$ cat src/rtl/fp_sub_cdb_unit.sv
// Tomasulo functional-unit wrapper around a combinational FP subtractor core:
// registered operand stage feeding an in-order result queue drained onto the CDB.
module fp_sub_cdb_unit #(
  parameter int unsigned TAG_W = 4,
  parameter int unsigned DEPTH = 2
) (
  input  logic             clk,
  input  logic             rst,
  input  logic             flush,
  input  logic             in_valid,
  output logic             in_ready,
  input  logic [TAG_W-1:0] in_tag,
  input  logic [63:0]      in_a,
  input  logic [63:0]      in_b,
  output logic             sa,
  output logic             sb,
  output logic [10:0]      ea,
  output logic [10:0]      eb,
  output logic [51:0]      ma,
  output logic [51:0]      mb,
  input  logic [63:0]      res,
  input  logic [7:0]       flags,
  output logic             cdb_valid,
  input  logic             cdb_grant,
  output logic [TAG_W-1:0] cdb_tag,
  output logic [63:0]      cdb_data,
  output logic [7:0]       cdb_flags,
  output logic             busy
);

  localparam int unsigned PTR_W = (DEPTH > 1) ? $clog2(DEPTH) : 1;
  localparam int unsigned CNT_W = $clog2(DEPTH + 1);

  typedef struct packed {
    logic [TAG_W-1:0] tag;
    logic [63:0]      data;
    logic [7:0]       flags;
  } entry_t;

  logic             s1_valid_q, s1_valid_d;
  logic [63:0]      op_a_q, op_a_d;
  logic [63:0]      op_b_q, op_b_d;
  logic [TAG_W-1:0] s1_tag_q, s1_tag_d;
  logic [PTR_W-1:0] wr_ptr_q, wr_ptr_d;
  logic [PTR_W-1:0] rd_ptr_q, rd_ptr_d;
  logic [CNT_W-1:0] count_q, count_d;
  entry_t           mem_q [DEPTH];
  entry_t           head;
  logic             push;
  logic             pop;
  logic             accept;

  // Core operand fields come straight from the stage-1 registers.
  assign sa = op_a_q[63];
  assign ea = op_a_q[62:52];
  assign ma = op_a_q[51:0];
  assign sb = op_b_q[63];
  assign eb = op_b_q[62:52];
  assign mb = op_b_q[51:0];

  assign head      = mem_q[rd_ptr_q];
  assign cdb_valid = (count_q != '0);
  assign cdb_tag   = head.tag;
  assign cdb_data  = head.data;
  assign cdb_flags = head.flags;
  assign busy      = s1_valid_q || (count_q != '0);

  // Handshake, queue control and next-state.
  always_comb begin
    pop        = (count_q != '0) && cdb_grant;
    push       = s1_valid_q && ((count_q < CNT_W'(DEPTH)) || pop);
    in_ready   = !s1_valid_q || push;
    accept     = in_valid && in_ready;
    s1_valid_d = s1_valid_q;
    op_a_d     = op_a_q;
    op_b_d     = op_b_q;
    s1_tag_d   = s1_tag_q;
    wr_ptr_d   = wr_ptr_q;
    rd_ptr_d   = rd_ptr_q;
    count_d    = count_q;

    if (accept) begin
      s1_valid_d = 1'b1;
      op_a_d     = in_a;
      op_b_d     = in_b;
      s1_tag_d   = in_tag;
    end else if (push) begin
      s1_valid_d = 1'b0;
    end

    if (push) wr_ptr_d = wr_ptr_q + PTR_W'(1);
    if (pop)  rd_ptr_d = rd_ptr_q + PTR_W'(1);

    case ({push, pop})
      2'b10:   count_d = count_q + CNT_W'(1);
      2'b01:   count_d = count_q - CNT_W'(1);
      default: count_d = count_q;
    endcase
  end

  // Reset and flush share one squash path; any handshake in that cycle is dropped.
  always_ff @(posedge clk) begin
    if (rst || flush) begin
      s1_valid_q <= 1'b0;
      op_a_q     <= '0;
      op_b_q     <= '0;
      s1_tag_q   <= '0;
      wr_ptr_q   <= '0;
      rd_ptr_q   <= '0;
      count_q    <= '0;
      for (int i = 0; i < DEPTH; i++) mem_q[i] <= '0;
    end else begin
      s1_valid_q <= s1_valid_d;
      op_a_q     <= op_a_d;
      op_b_q     <= op_b_d;
      s1_tag_q   <= s1_tag_d;
      wr_ptr_q   <= wr_ptr_d;
      rd_ptr_q   <= rd_ptr_d;
      count_q    <= count_d;
      if (push) mem_q[wr_ptr_q] <= '{tag: s1_tag_q, data: res, flags: flags};
    end
  end

endmodule

$ cat config.mk
export PLATFORM = sky130hd
export DESIGN_NAME = fp_sub_cdb_unit
export DESIGN_NICKNAME = d
export VERILOG_FILES = /design/src/rtl/fp_sub_cdb_unit.sv
export SDC_FILE = /design/constraint.sdc
export NUM_CORES = 1
export LEC_CHECK = 0
export CORE_ASPECT_RATIO = 0.7
export CORE_MARGIN = 4
export CORE_UTILIZATION = 41
export DETAILED_ROUTE_END_ITERATION = 8
export GPL_ROUTABILITY_DRIVEN = 0
export GPL_TIMING_DRIVEN = 0
export PLACE_DENSITY = 0.87
export SLEW_MARGIN = 20
export SYNTH_ARGS = -nofsm -noshare
export SYNTH_HDL_FRONTEND = slang
export SYNTH_SLANG_ARGS = --single-unit
$ cat constraint.sdc
create_clock -name clk -period 6.7 [get_ports clk]
set_clock_uncertainty 0.05 [all_clocks]
set_input_delay 0.67 -clock clk [delete_from_list [all_inputs] [get_ports clk]]
set_output_delay 0.67 -clock clk [all_outputs]
set_load 0.1 [all_outputs]
==> results.json <==
{
  "status": "finished, final reports clean",
  "grt_pass1_wl_mm": 53.1,
  "overflow": 0,
  "post_cts_buffers": 0,
  "avgRoutedWirePerCell_um": 19.3,
  "yosysMostFrequentCell": "nand2_1",
  "yosysTopAreaCellShare": 0.378,
  "cts_made_buffers": 29,
  "report.final.slew_viol_count": 0,
  "required_ns": 5.98,
  "max_stage_delay_ns": 0.98,
  "syn-instance-count": 1014,
  "synth_commonest_cells": "267 x nand2_1, 152 x and2_1, 152 x edfxtp_1, 138 x dfxtp_1, 132 x mux2i_1",
  "drc_errors": 0,
  "whs_ns": 0.405,
  "via_count": 9075,
  "clock-sinks": 290,
  "slowest_stage": "clkdlybuf4s50_1",
  "cts_resized": 0,
  "critPathLaunchType": "flip-flop",
  "yosys_register_bits": 290,
  "yosys.area.top_type": "edfxtp_1",
  "syn_avg_cell_area_um2": 11.9,
  "ir_drop_uv": 179,
  "wirelength_mm": 35.9,
  "final_area_um2": 17800,
  "dp_hpwl_mm": 27.1,
  "period_needed_ns": 3.86,
  "pwr_density_cell_nw_per_um2": 250,
  "synth_edf_count": 152,
  "setup_violations": 0,
  "drt_iter0_drc": 511,
  "p_leak_nw": 7.00,
  "dieHeight_um": 152,
  "worstSetupPathType": "flip-flop to output pin",
  "worst_slack_ns": 2.84,
  "firstDrtPassIters": 5,
  "io_buffer_count": 415,
  "core_um2": 29000,
  "postPlaceCellArea_um2": 16800,
  "ant_nets": 0,
  "antenna_found_initial": 4,
  "fmax_mhz": 259,
  "cts_tree": "built",
  "layout-drive-gt1-share": 0.109,
  "dp_cells": 1811,
  "async_flop_share": 0,
  "synthesis.area_um2": 12100,
  "syn_nets": 1224,
  "grt_max_degree": 49,
  "yosysSeqAreaShare": 0.606,
  "htree_num_levels": 1,
  "cp.arrival_ns": 3.14,
  "clk_latency_ns": 0.56,
  "finalNetCount": 1674,
  "rsz0062_at_grt": "false",
  "path_clk_slew_ns": 0.06,
  "fin_cells": 1865,
  "synth_ff_type": "edfxtp_1",
  "max_slew_margin": 0.260,
  "area_growth_pct": 47.4,
  "hp-class": "flip-flop to flip-flop",
  "hold_viol": 0,
  "io_pins": 416,
  "fp.dieArea_um2": 32300,
  "pre_cts_ws_ns": 3.07,
  "tightest_slew_ns": 1.11,
  "core.rowCount": 52,
  "cts_buffer_depth": 3,
  "synthTopCellsByArea": "edfxtp_1 38%, dfxtp_1 23%, mux2i_1 11%, nand2_1 8.3%, and2_1 7.9%",
  "endpoint_kind": "output pin",
  "yosysWarnings": 0,
  "path_cells": "clkbuf_1 -> buf_2 -> mux2_2 -> clkdlybuf4s50_1",
  "cts-root-buf": "clkbuf_16",
  "grt_usage": 0.211,
  "maxCapViolations": 0,
  "die_x_um": 213,
  "grt_pass1_vias": 9596,
  "finalCritPeriodShare": 0.577,
  "timing.rr.start": "count_q[1]$_SDFFE_PP0P_",
  "ys_types": 26,
  "min_from": "op_b_q[34]$_SDFFE_PP0P_",
  "detail_route.vias_per_cell": 4.87,
  "start_util": 0.417,
  "worst-path-max-fanout": 10,
  "hold_buffers": 0
}
per-layer routing:
layer | part of all wire | up-vias | global-route usage
li1 | - | 4312 | -
met1 | 0.38 | 4373 | 0.241
met2 | 0.50 | 323 | 0.378
met3 | 0.088 | 65 | 0.0700
met4 | 0.032 | 2 | 0.0643
met5 | 0.00053 | - | 0
registers in the layout (all words and copies together), names as in the netlist, named ones only:
| signal | cells |
|---|---|
| mem_q | 152 |
| op_b_q | 64 |
| count_q | 2 |
| op_a_q | 64 |
| rd_ptr_q | 1 |
| s1_valid_q | 1 |
| s1_tag_q | 4 |
| wr_ptr_q | 1 |
cell families after synthesis:
kind of cell,Yosys count,share of synthesized area
buffers and inverters,72,0.0365
AO/OA/AOI/OAI,8,0.00352
flip-flops,290,0.606
AND/OR/NAND/NOR,432,0.170
multiplexers,208,0.180
adder cells (fa/ha/maj),1,0.00104
XOR/XNOR,3,0.00217
metrics by stage:
| stage | total power (W) | util | TNS (ns) |
|---|---|---|---|
| 6_report | 0.00445 | 0.615 | 0 |
| 4_1_cts | 0.00448 | 0.615 | 0 |
| 5_1_grt | 0.00459 | 0.615 | 0 |
| 3_3_place_gp | 0.00279 | 0.577 | -40.12 |
| 3_5_place_dp | 0.00281 | 0.581 | 0 |
| 2_1_floorplan | 0.00252 | - | 0 |
worst max-delay path: cells and delay by family, from the launching register on:
kind / cells / cell delay [ns]
mux: 1 / 0.41
flops: 1 / 0.40
buf+inv: 3 / 1.78
area by class of cell:
class	instances	area, um^2
inverters	3	11.3
diodes	2	5.00
well taps	378	473
clock buffers	41	811
multi-input cells	652	4330
clock inverters	11	169
repair buffers	419	4260
plain buffers	69	430
fillers	2226	11100
flip-flops and latches	290	7330
final timing paths:
| check | end | slack [ns] | cells after the start |
|---|---|---|---|
| setup / recovery | cdb_data[40] | 2.84 | 4 |
| hold / removal | op_b_q[34]$_SDFFE_PP0P_ | 0.41 | 2 |
| setup reg to reg | mem_q[1][39]$_SDFFCE_PN0P_ | 4.86 | 5 |
| hold reg to reg | op_b_q[34]$_SDFFE_PP0P_ | 0.41 | 2 |
placed cells by master, fill, tap and decap left out, types with 2 or more instances in the layout:
master	n
clkinv_2	5
nor4_4	2
buf_4	2
a21oi_1	4
clkbuf_8	4
dfxtp_1	138
buf_6	20
o21ai_0	2
mux2i_1	132
mux2_2	76
buf_2	11
nand2_1	266
nor2_1	4
or3_1	2
clkbuf_16	29
bufinv_16	4
buf_16	3
edfxtp_1	152
clkbuf_1	39
and2_1	152
clkdlybuf4s50_1	415
inv_1	3
xnor2_1	2
diode_2	2
buf_1	5
power by group:
part,switching (W),internal (W)
Sequential,0.0000265,0.00194
Clock,0.000681,0.000997
Combinational,0.000543,0.000262
No activity file was read; power rests on OpenSTA's default activity.
